[src/rtl/hazard_pkg.sv]
// hazard_pkg: shared types and stall-length constants for the pipeline hazard stall unit.
`default_nettype none

package hazard_pkg;

  typedef enum logic [0:0] {
    RUN   = 1'b0,
    STALL = 1'b1
  } state_t;

  localparam logic [1:0] STALL_LOAD_USE    = 2'd1;
  localparam logic [1:0] STALL_BR_ALU      = 2'd1;
  localparam logic [1:0] STALL_BR_LOAD_EX  = 2'd2;
  localparam logic [1:0] STALL_BR_LOAD_MEM = 2'd1;

  localparam logic [7:0] NOP_CTRL = 8'h00;

  function automatic logic [1:0] max2(input logic [1:0] a, input logic [1:0] b);
    return (a > b) ? a : b;
  endfunction

  // A zero destination never matches; Rt is compared only when the ID instruction reads it.
  function automatic logic reg_match(input logic [4:0] dst, input logic [4:0] rs,
                                     input logic [4:0] rt, input logic uses_rt);
    return (dst != 5'd0) && ((dst == rs) || (uses_rt && (dst == rt)));
  endfunction

endpackage

`default_nettype wire

[src/rtl/sat_counter.sv]
// sat_counter: W-bit up counter that sticks at all-ones instead of wrapping.
`default_nettype none

module sat_counter #(
  parameter int W = 16
) (
  input  logic         clk,
  input  logic         reset,
  input  logic         inc,
  output logic [W-1:0] value
);

  logic [W-1:0] r_value;

  always_ff @(posedge clk or posedge reset) begin
    if (reset) begin
      r_value <= '0;
    end else if (inc && (r_value != {W{1'b1}})) begin
      r_value <= r_value + 1'b1;
    end
  end

  assign value = r_value;

endmodule

`default_nettype wire

[src/rtl/hazard_stall_unit.sv]
// hazard_stall_unit: load-use / branch stall, taken-branch flush and memory-busy freeze control.
`default_nettype none

module hazard_stall_unit
  import hazard_pkg::*;
#(
  parameter int CNT_W = 16
) (
  input  logic             clk,
  input  logic             reset,
  input  logic [4:0]       IF_ID_Rs,
  input  logic [4:0]       IF_ID_Rt,
  input  logic             ID_usesRt,
  input  logic             ID_isBranch,
  input  logic             branch_taken,
  input  logic             ID_Ex_MemRead,
  input  logic             ID_Ex_RegWrite,
  input  logic [4:0]       ID_Ex_WriteReg,
  input  logic             Ex_Mem_MemRead,
  input  logic [4:0]       Ex_Mem_WriteReg,
  input  logic             Mem_busy,
  output logic             PC_write,
  output logic             IF_ID_write,
  output logic             ID_Ex_write,
  output logic             ID_Ex_bubble,
  output logic             IF_ID_flush,
  output logic [CNT_W-1:0] stall_cycles,
  output logic [CNT_W-1:0] flush_count
);

  state_t     r_state;
  logic [1:0] r_remaining;

  logic       w_match_ex;
  logic       w_match_mem;
  logic [1:0] w_need;
  logic       w_stall;

  assign w_match_ex  = reg_match(ID_Ex_WriteReg, IF_ID_Rs, IF_ID_Rt, ID_usesRt);
  assign w_match_mem = reg_match(Ex_Mem_WriteReg, IF_ID_Rs, IF_ID_Rt, ID_usesRt);

  always_comb begin
    w_need = 2'd0;
    if (ID_Ex_MemRead && w_match_ex && !ID_isBranch)
      w_need = max2(w_need, STALL_LOAD_USE);
    if (ID_isBranch && ID_Ex_RegWrite && !ID_Ex_MemRead && w_match_ex)
      w_need = max2(w_need, STALL_BR_ALU);
    if (ID_isBranch && ID_Ex_MemRead && w_match_ex)
      w_need = max2(w_need, STALL_BR_LOAD_EX);
    if (ID_isBranch && Ex_Mem_MemRead && w_match_mem)
      w_need = max2(w_need, STALL_BR_LOAD_MEM);
  end

  // Hazard inputs are only looked at in RUN; a pending STALL stalls unconditionally.
  assign w_stall = (r_state == STALL) || (w_need != 2'd0);

  always_comb begin
    PC_write     = 1'b0;
    IF_ID_write  = 1'b0;
    ID_Ex_write  = 1'b0;
    ID_Ex_bubble = 1'b1;
    IF_ID_flush  = 1'b0;
    if (!reset) begin
      if (Mem_busy) begin
        ID_Ex_bubble = 1'b0;
      end else begin
        PC_write     = !w_stall;
        IF_ID_write  = !w_stall;
        ID_Ex_write  = 1'b1;
        ID_Ex_bubble = w_stall;
        IF_ID_flush  = ID_isBranch && branch_taken && !w_stall;
      end
    end
  end

  always_ff @(posedge clk or posedge reset) begin
    if (reset) begin
      r_state     <= RUN;
      r_remaining <= 2'd0;
    end else if (!Mem_busy) begin
      case (r_state)
        RUN: begin
          if (w_need == 2'd2) begin
            r_state     <= STALL;
            r_remaining <= w_need - 2'd1;
          end
        end
        STALL: begin
          r_remaining <= (r_remaining != 2'd0) ? r_remaining - 2'd1 : 2'd0;
          if (r_remaining <= 2'd1)
            r_state <= RUN;
        end
        default: begin
          r_state     <= RUN;
          r_remaining <= 2'd0;
        end
      endcase
    end
  end

  sat_counter #(.W(CNT_W)) u_stall_cnt (
    .clk   (clk),
    .reset (reset),
    .inc   (!PC_write),
    .value (stall_cycles)
  );

  sat_counter #(.W(CNT_W)) u_flush_cnt (
    .clk   (clk),
    .reset (reset),
    .inc   (IF_ID_flush),
    .value (flush_count)
  );

endmodule

`default_nettype wire

[config.mk]
export PLATFORM = sky130hd
export DESIGN_NAME = hazard_stall_unit
export DESIGN_NICKNAME = d
export VERILOG_FILES = /design/src/rtl/hazard_pkg.sv /design/src/rtl/sat_counter.sv /design/src/rtl/hazard_stall_unit.sv
export SDC_FILE = /design/constraint.sdc
export NUM_CORES = 1
export LEC_CHECK = 0
export CORE_ASPECT_RATIO = 0.8
export CORE_MARGIN = 2
export CORE_UTILIZATION = 25
export CTS_CLUSTER_DIAMETER = 50
export DETAILED_ROUTE_END_ITERATION = 6
export PLACE_DENSITY = 0.57
export SLEW_MARGIN = 0
export SYNTH_ARGS = -nofsm -noshare
export SYNTH_HDL_FRONTEND = slang
export SYNTH_SLANG_ARGS = --single-unit
[constraint.sdc]
create_clock -name clk -period 3.2 [get_ports clk]
set_input_delay 0.64 -clock clk [delete_from_list [all_inputs] [get_ports clk]]
set_output_delay 0.64 -clock clk [all_outputs]
set_load 0.03 [all_outputs]
## Word level (Yosys, flattened, before mapping)

Index checks and enable logic that the tools add are counted.

| word-level totals | value |
|---|---|
| register bits after elaboration | 35 |
| latch bits | 0 |
| bits in writable memories | 0 |
| ROM bits | 0 |
| input bits | 29 |
| output and inout port bits | 37 |
| logic and storage cells | 72 |
| memories | 0 |

| cells by class | value |
|---|---|
| add/subtract/negate cells | 4 |
| multipliers | 0 |
| divide/modulo/power cells | 0 |
| $lt $le $gt $ge | 4 |
| equality and inequality tests | 8 |
| shift-type cells | 0 |
| mux-type cells | 21 |
| bitwise logic cells | 2 |
| reductions and logical operators | 29 |

Operators by type and width:

| kind | number |
|---|---|
| $add A16 B1 Y16 const B | 2 |
| $ne A16 B16 Y1 const B | 2 |
| $eq A5 B5 Y1 | 4 |
| $logic_and A1 B1 Y1 | 17 |
| $mux W2 | 8 |
| $mux W1 | 11 |
| $reduce_bool A5 Y1 | 2 |
| $gt A2 B1 Y1 const B | 2 |
| $logic_not A1 Y1 | 4 |
| $pmux W2 S2 | 1 |
| $reduce_bool A2 Y1 | 2 |
| $sub A2 B1 Y2 const B | 2 |
| $logic_or A1 B1 Y1 | 3 |
| $eq A2 B2 Y1 const B | 1 |
| $gt A2 B2 Y1 const B | 1 |
| $le A2 B1 Y1 const B | 1 |
| $ne A2 B2 Y1 const B | 1 |
| $not A1 Y1 | 2 |
| $pmux W1 S2 | 1 |
| $reduce_and A2 Y1 | 1 |

## Logic depth before layout (Yosys ltp)

Gate-level depths: netlist (run 1).

| logic depth | value |
|---|---|
| depth in word-level cells | 23 |
| mapped depth | 11 |
| mapped depth without buffers | 11 |

## Hierarchy

From an unflattened synthesis (run 1), not the netlist that was laid out.

| second synthesis, totals | value |
|---|---|
| cells, all modules | 203 |
| area, all modules | 2099.5 µm² |

By module, submodules not included:

| module | instances | cells each | area each (µm²) | seq. area each (µm²) |
|---|---|---|---|---|
| sat_counter | 2 | 71 | 805.8 | 400.4 |
| hazard_stall_unit | 1 | 61 | 488.0 | 75.1 |

## Least setup slack after synthesis (run 1)

No wires, ideal clock.

| timing | value |
|---|---|
| kind | input -> output |
| start point | in Ex_Mem_WriteReg[0] |
| end point | out PC_write |
| data arrival time | 2.803 ns |
| required time | 2.560 ns |
| slack | -0.243 ns |
| stages on the path | 7 |
| buffers on the path | 1 |
| cells stage by stage | or3_1 > o311a_1 > a32o_1 > o211ai_1 > ha_1 > nor4b_2 > buf_4 |

| on the way | value |
|---|---|
| word-level cells in the longest chain between the ends | 11 |
| elaborated cells on any way between the ends | 13 |
| those cells by class | eq/ne (2); mux (3); reduce/logical (8) |

Ends and longest elaborated chain:

| element | RTL line | text |
|---|---|---|
| start: declaration | hazard_stall_unit.sv:20 | `input logic [4:0] Ex_Mem_WriteReg,` |
| $eq A5 B5 Y1 | hazard_pkg.sv:25 | `return (dst != 5'd0) && ((dst == rs) \|\| (uses_rt && (dst == rt)));` |
| $logic_and A1 B1 Y1 | hazard_pkg.sv:25 |  |
| $logic_or A1 B1 Y1 | hazard_pkg.sv:25 |  |
| $logic_and A1 B1 Y1 (*) | hazard_pkg.sv:25 |  |
| $logic_and A1 B1 Y1 (*) | hazard_stall_unit.sv:50 | `if (ID_isBranch && Ex_Mem_MemRead && w_match_mem)` |
| $mux W2 (*) | hazard_stall_unit.sv:50 |  |
| $reduce_bool A2 Y1 (*) | hazard_stall_unit.sv:55 | `assign w_stall = (r_state == STALL) \|\| (w_need != 2'd0);` |
| $logic_or A1 B1 Y1 (*) | hazard_stall_unit.sv:55 |  |
| $logic_not A1 Y1 (*) | -- |  |
| $mux W1 (*) (2 in a row) | -- |  |
| end: declaration | hazard_stall_unit.sv:22 | `output logic PC_write,` |

Every way passes the cells marked *; elsewhere a longest branch is shown, timed or not.

## Worst setup path in the final report (run 1)

| timing | value |
|---|---|
| start point | in IF_ID_Rt[4] |
| end point | out IF_ID_write |

| on the way | value |
|---|---|
| word-level cells in the longest chain between the ends | 21 |
| elaborated cells on any way between the ends | 28 |
| those cells by class | order compare (3); eq/ne (2); mux (9); reduce/logical (14) |

Ends and longest elaborated chain:

| element | RTL line | text |
|---|---|---|
| start: declaration | hazard_stall_unit.sv:12 | `input logic [4:0] IF_ID_Rt,` |
| $eq A5 B5 Y1 | hazard_pkg.sv:25 |  |
| $logic_and A1 B1 Y1 | hazard_pkg.sv:25 |  |
| $logic_or A1 B1 Y1 | hazard_pkg.sv:25 |  |
| $logic_and A1 B1 Y1 | hazard_pkg.sv:25 |  |
| $logic_and A1 B1 Y1 (2 in a row) | hazard_stall_unit.sv:44 | `if (ID_Ex_MemRead && w_match_ex && !ID_isBranch)` |
| $mux W1 | hazard_stall_unit.sv:44 |  |
| $gt A2 B1 Y1 | hazard_pkg.sv:19 | `return (a > b) ? a : b;` |
| $mux W2 | hazard_pkg.sv:19 |  |
| [4 not listed] | -- |  |
| $gt A2 B1 Y1 | hazard_pkg.sv:19 |  |
| $mux W2 | hazard_pkg.sv:19 |  |
| $mux W2 (*) | hazard_stall_unit.sv:50 |  |
| $reduce_bool A2 Y1 (*) | hazard_stall_unit.sv:55 |  |
| $logic_or A1 B1 Y1 (*) | hazard_stall_unit.sv:55 |  |
| $logic_not A1 Y1 (*) | hazard_stall_unit.sv:68 | `IF_ID_write = !w_stall;` |
| $mux W1 (*) | hazard_stall_unit.sv:64 | `if (Mem_busy) begin` |
| $mux W1 (*) | hazard_stall_unit.sv:63 | `if (!reset) begin` |
| end: declaration | hazard_stall_unit.sv:23 | `output logic IF_ID_write,` |

Marks and branches as above.

==> results of run 1 <==
==> where the power goes <==
| part | internal (mW) | switching [mW] | total (mW) |
|---|---|---|---|
| Sequential | 0.535 | 0.116 | 0.650 |
| Clock | 0.252 | 0.161 | 0.414 |
| Combinational | 0.294 | 0.343 | 0.637 |
| Total | 1.08 | 0.620 | 1.70 |
==> final cells by class <==
| type | count | area [um^2] |
|---|---|---|
| Inverter | 3 | 11.3 |
| Timing Repair Buffer | 89 | 777 |
| Multi-Input combinational cell | 153 | 1150 |
| Clock inverter | 2 | 35.0 |
| Fill cell | 789 | 4770 |
| Tap cell | 108 | 135 |
| Clock buffer | 6 | 82.6 |
| Sequential cell | 35 | 876 |
==> cell usage after synthesis (3+ instances only) <==
master | instances | area share (%)
inv_1 | 3 | 0.56
nand4_1 | 11 | 3.4
nand3_1 | 9 | 2.2
nand2b_1 | 3 | 0.94
a21oi_1 | 3 | 0.75
nand2_1 | 22 | 4.1
dfrtp_1 | 35 | 44
xor2_1 | 12 | 5.2
o21ai_0 | 3 | 0.75
ha_1 | 3 | 1.9
nor3_1 | 6 | 1.5
xnor2_1 | 36 | 16
nor2_1 | 9 | 1.7
==> worst max-delay path: cells and delay by family <==
kind | cells | cell delay, ns
AO/OA/AOI/OAI | 2 | 0.33
AND/OR/NAND/NOR | 3 | 0.61
adder cells (fa/ha/maj) | 1 | 0.22
XOR/XNOR | 1 | 0.18
buffers and inverters | 2 | 0.45
==> cell families after synthesis <==
kind of cell	count (synthesis)	synth area share, %
AO/OA/AOI/OAI	19	7.49
XOR/XNOR	48	21.0
AND/OR/NAND/NOR	81	23.7
buffers and inverters	5	1.19
multiplexers	2	1.06
flip-flops	35	43.7
adder cells (fa/ha/maj)	3	1.87
==> stage by stage <==
stage	hold WS, ns	instances	setup TNS (ns)	util (%)
finish	0.490	396	0	39.1
global route	0.522	396	-0.0967	39.1
CTS	0.494	395	0	39.1
detailed placement	0.484	387	-5.16	37.6
global placement	0.475	387	-3.20	37.6
floorplan	0.479	193	0	-
==> per-layer routing <==
layer	GRT usage, %	vias up
met1	17.4	818
met5	0	-
met3	2.89	2
li1	-	876
met2	17.9	30
met4	2.46	0
==> cells in the final DEF (no fill, tap or decap), types with 2 or more instances in the layout <==
cell,count
inv_1,3
and4_1,2
buf_6,3
xor2_1,12
and3_2,2
a21oi_1,3
buf_4,26
dlygate4sd2_1,10
o22ai_2,2
nor3_1,5
o31ai_1,2
nand2b_1,3
nand2_1,22
clkdlybuf4s50_1,41
o21ai_0,2
nand4_1,11
dfrtp_1,35
nand3_1,9
clkbuf_2,7
xnor2_1,34
clkbuf_8,6
a31oi_1,2
nor3b_2,2
ha_1,2
xnor2_2,2
nor2_1,9
==> state kept, by name (all words and copies together) (netlist names) <==
register           cells
u_flush_cnt.value     16
u_stall_cnt.value     16
r_remaining            2
r_state                1
==> what timing repair did <==
action                     4_1_cts  5_1_grt
resized for setup               33       19
pin swaps                        8       15
setup buffers                    0        1
setup endpoints to repair        4        4
gates cloned                     0        0
==> worst min-delay path by stage <==
| stage | to | cells past startpoint | slack [ns] |
|---|---|---|---|
| 3_5_place_dp | u_flush_cnt.value[15] | 1 | 0.48 |
| 4_1_cts | u_flush_cnt.value[15] | 1 | 0.49 |
| 2_1_floorplan | r_remaining[0] | 2 | 0.48 |
| 6_report | u_stall_cnt.value[15] | 1 | 0.49 |
| 5_1_grt | u_flush_cnt.value[15] | 1 | 0.52 |
| 3_3_place_gp | u_flush_cnt.value[13] | 1 | 0.47 |
==> impl_metrics.env, run 1 <==
export IMPL_outcome="completed"
export IMPL_path_cells="dlygate4sd2_1, xnor2_1, nand4_1, o22ai_2, nand4_1, o211ai_1, ha_2, nor4b_4, buf_6"
export IMPL_cts_tree="done"
export IMPL_fin_skew_ns=0.00811
export IMPL_vias_per_cell=4.36
export IMPL_drt_pass1_iterations=4
export IMPL_hold_viol=0
export IMPL_postCtsHoldBufs=0
export IMPL_clk_pin_slew_worst_paths_ns=0.07
export IMPL_setup_slack_ns=0.112
export IMPL_clockBufferDepth=2
export IMPL_tightestPinTransition_ns=0.462
export IMPL_period_minus_slack_ns=3.09
export IMPL_grt_pass1_vias=1695
export IMPL_synthesis_nets=225
export IMPL_yosysWarnings=0
export IMPL_r2r_start="u_stall_cnt.value[0]"
export IMPL_ant_nets=0
export IMPL_critPathLaunchType="input port"
export IMPL_place_hpwl_um=3890
export IMPL_period_share_pct=96.5
export IMPL_synth_edf_count=0
export IMPL_die_width_um=104
export IMPL_drive_above_1_share_pct=22.2
export IMPL_ys_flop_type="dfrtp_1"
export IMPL_cp_startpoint="IF_ID_Rt[4]"
export IMPL_die_area_mm2=0.00875
export IMPL_fmax_ghz=0.324
export IMPL_rows=29
export IMPL_final_area_mm2=0.00307
export IMPL_crit_path_max_incr_delay_ns=0.33
export IMPL_grt_first_pass_wirelength_um=8450
export IMPL_synth_seq_cells=35
export IMPL_initial_core_util_pct=25.6
export IMPL_avgRoutedWirePerCell_um=12.7
export IMPL_wirelength_um=5020
export IMPL_crit_path_end="IF_ID_write"
export IMPL_wl_met2_um=2250
export IMPL_drt_met1_wl_um=2570
export IMPL_r2r_end="u_stall_cnt.value[5]"
export IMPL_power_mw=1.70
export IMPL_root_buffer="clkbuf_8"
export IMPL_nets=319
export IMPL_syn_instance_count=193
export IMPL_power_leakage_nw=1.28
export IMPL_place_area_mm2=0.00295
export IMPL_top_layer="met4"
export IMPL_hold_path_class="flip-flop to flip-flop"
export IMPL_worstPathArrival_ns=2.45
export IMPL_ir_worst_vdd_mv=0.501
export IMPL_diodes=0
export IMPL_boundaryPins=66
export IMPL_cp_common_cell="nand4_1"
export IMPL_worstSetupEndpointType="output port"
export IMPL_worstHoldStart="u_stall_cnt.value[15]"
export IMPL_max_cap_viol_count=0
export IMPL_die_h_um=84.1
export IMPL_drc=0
export IMPL_setup_violations=0
export IMPL_rr_worst_depth=6
export IMPL_vias=1726
export IMPL_cp_max_fo=4
export IMPL_yosysUniqueCellTypes=45
export IMPL_routed_wl_met3_um=183
export IMPL_drt_iter0_drc=41
export IMPL_slew_violations=0
export IMPL_syn_cell_area_mm2=0.00200
export IMPL_cts_sinks=35
export IMPL_core_mm2=0.00784
export IMPL_area_growth_pct=52.9
export IMPL_gp_congestion=0.869
export IMPL_yosysSeqAreaShare_pct=43.7
export IMPL_track_usage_pct=11.9
export IMPL_antenna_found_initial=0
export IMPL_port_buffers=65
export IMPL_pre_cts_slack_ns=-0.288
export IMPL_regToRegSetupSlack_ns=1.34
export IMPL_syn_area_per_cell_um2=10.4
export IMPL_cp_slowest_cell="nor4b_4"
export IMPL_insertion_delay_ns=0.28
export IMPL_cellPowerDensity_mw_per_mm2=555
export IMPL_overflow=0
export IMPL_max_slew_margin_rel_pct=69.2
export IMPL_cts_max_level=2
export IMPL_async_flop_share_pct=100
export IMPL_critical_path_required_ns=2.56
export IMPL_grt_max_degree=36
export IMPL_critical_path_class="input port to output port"
export IMPL_numCtsBuffers=5
Note: power is estimated with default switching activity, not from simulation.
==> run 2, diff against run 1 <==
Settings changed: TNS_END_PERCENT from default to 50.
==> results of run 2 <==
The final DEF is identical to that of run 1; final timing and power are the same.
==> run 3, diff against run 2 <==
Settings changed: PLACE_DENSITY 0.57 to 0.56, RECOVER_POWER from default to 100.
Clock period 3.2 ns to 3.1 ns, I/O delays scaled along.
==> run 3 against run 2 <==
Net effect:
- worst setup slack got worse by 0.013 ns
- first-iteration DRC count fell by 32%
- flip-flop and latch count unchanged
- largest cell class unchanged
==> impl_metrics.env, run 3 (same netlist as run 1, synthesis figures left out) <==
export IMPL_max_slew_margin_rel_pct=39.5
export IMPL_worstHoldStart="u_stall_cnt.value[6]"
export IMPL_die_width_um=104
export IMPL_path_cells="buf_6, or3_4, o311a_1, a32o_1, o211ai_1, ha_2, nor4b_4, buf_6"
export IMPL_period_share_pct=96.8
export IMPL_fin_skew_ns=0.00619
export IMPL_period_minus_slack_ns=3.00
export IMPL_worstSetupEndpointType="output port"
export IMPL_cp_common_cell="buf_6"
export IMPL_cts_sinks=35
export IMPL_setup_violations=0
export IMPL_cp_max_fo=4
export IMPL_boundaryPins=66
export IMPL_area_growth_pct=54.2
export IMPL_numCtsBuffers=5
export IMPL_layout_common_cells="dfrtp_1 (35), dlygate4sd3_1 (34), xnor2_1 (31)"
export IMPL_min_to="u_stall_cnt.value[6]"
export IMPL_clk_pin_slew_worst_paths_ns=0.07
export IMPL_hold_path_class="flip-flop to flip-flop"
export IMPL_path_buf_inv=2
export IMPL_cts_tree="done"
export IMPL_overflow=0
export IMPL_port_buffers=65
export IMPL_r2r_start="r_state"
export IMPL_setup_slack_ns=0.0992
export IMPL_ir_worst_vdd_mv=0.419
export IMPL_switchingPower_uw=626
export IMPL_outcome="completed"
export IMPL_root_buffer="clkbuf_8"
export IMPL_critPathLaunchType="input port"
export IMPL_grt_max_degree=36
export IMPL_grt_pass1_vias=1775
export IMPL_postCtsHoldBufs=0
export IMPL_diodes=0
export IMPL_drt_iter0_drc=28
export IMPL_netSwitchingFraction_pct=38.8
export IMPL_drive_above_1_share_pct=20.6
export IMPL_vias=1732
export IMPL_fin_util_pct=39.4
export IMPL_crit_path_max_incr_delay_ns=0.37
export IMPL_power_mw=1.61
export IMPL_fmax_ghz=0.333
export IMPL_r2r_end="u_flush_cnt.value[5]"
export IMPL_p_int_uw=988
export IMPL_place_area_mm2=0.00296
export IMPL_ant_nets=0
export IMPL_rsz0062_at_grt="true"
export IMPL_rr_worst_depth=7
export IMPL_pre_cts_slack_ns=-0.308
export IMPL_die_area_mm2=0.00875
export IMPL_track_usage_pct=11.9
export IMPL_antenna_found_initial=0
export IMPL_rows=29
export IMPL_initial_core_util_pct=25.6
export IMPL_final_common_cell="dfrtp_1"
export IMPL_place_hpwl_um=3840
export IMPL_worst_path_dominant_cell_family="simple AND/OR/NAND/NOR gates"
export IMPL_worstPathArrival_ns=2.38
export IMPL_p_seq_share_pct=41.3
export IMPL_placed_cells=389
export IMPL_gp_congestion=0.815
export IMPL_clockBufferDepth=2
export IMPL_cp_slowest_cell="or3_4"
export IMPL_insertion_delay_ns=0.28
export IMPL_tightestPinTransition_ns=0.907
export IMPL_drt_pass1_iterations=4
export IMPL_die_h_um=84.1
export IMPL_holdPathStages=1
export IMPL_core_mm2=0.00784
export IMPL_avgRoutedWirePerCell_um=12.4
export IMPL_stdcell_count=399
export IMPL_cts_max_level=2
export IMPL_power_frac_clock_pct=19.5
export IMPL_nets=322
export IMPL_regToRegSetupSlack_ns=1.24
export IMPL_slew_violations=0
export IMPL_critical_path_class="input port to output port"
export IMPL_power_leakage_nw=1.36
export IMPL_wirelength_um=4960
export IMPL_combinationalPowerShare_pct=39.2
export IMPL_critical_path_required_ns=2.48
export IMPL_hold_viol=0
export IMPL_final_area_mm2=0.00309
export IMPL_cellPowerDensity_mw_per_mm2=523
export IMPL_grt_first_pass_wirelength_um=8540
export IMPL_max_cap_viol_count=0
export IMPL_drc=0
export IMPL_vias_per_cell=4.34
-- run 3: power by group through the flow --
stage / combinational, mW / sequential, mW / clock [mW]
after floorplan: 0.212 / 0.827 / 0
after global placement: 0.661 / 0.679 / 0
after detailed placement: 0.663 / 0.679 / 0
after CTS: 0.664 / 0.673 / 0.333
after global routing: 0.686 / 0.687 / 0.347
final: 0.633 / 0.668 / 0.315
-- run 3: metrics by stage --
stage,hold slack [ns],TNS (ns)
after floorplan,0.479,-0.0241
after global placement,0.477,-5.08
after detailed placement,0.482,-6.28
after CTS,0.492,0
after global routing,0.501,-0.0368
final,0.481,0
-- run 3: worst register-to-register path, delay by kind of cell, from the launching register on --
kind                   cells  cell delay, ns
buffers and inverters      2            0.40
AO/OA/AOI/OAI              1            0.18
XOR/XNOR                   1            0.15
AND/OR/NAND/NOR            3            0.54
flip-flops                 1            0.48
-- run 3: worst max-delay path by stage --
stage	startpoint	endpoint	slack, ns	depth (start not counted)
2_1_floorplan	Ex_Mem_WriteReg[0]	PC_write	-0.02	7
3_3_place_gp	ID_Ex_WriteReg[2]	u_stall_cnt.value[12]	-0.27	12
3_5_place_dp	ID_Ex_WriteReg[2]	u_stall_cnt.value[12]	-0.31	12
4_1_cts	Ex_Mem_WriteReg[1]	IF_ID_write	0.0008	8
5_1_grt	Ex_Mem_WriteReg[2]	IF_ID_write	-0.02	8
6_report	Ex_Mem_WriteReg[2]	IF_ID_write	0.1	8
-- run 3: final cells by class --
cell class	instances	area, um^2
clock inverters	1	5.00
inverters	3	11.3
clock buffers	7	76.3
fillers	799	4750
flip-flops and latches	35	876
well taps	108	135
multi-input cells	153	1180
repair buffers	92	808
-- run 3: repair_timing --
item / 4_1_cts / 5_1_grt
buffers inserted: 2 / 0
setup endpoints to repair: 5 / 4
resized for setup: 39 / 18
pin swaps: 11 / 15
-- run 3: per-layer routing --
| metal | global-route usage, % | up-vias | share of wire, % |
|---|---|---|---|
| met1 | 16.3 | 815 | 50 |
| met5 | 0 | - | 0 |
| met3 | 3.36 | 2 | 4.1 |
| li1 | - | 883 | - |
| met4 | 2.21 | 0 | 0.18 |
| met2 | 18.7 | 32 | 46 |
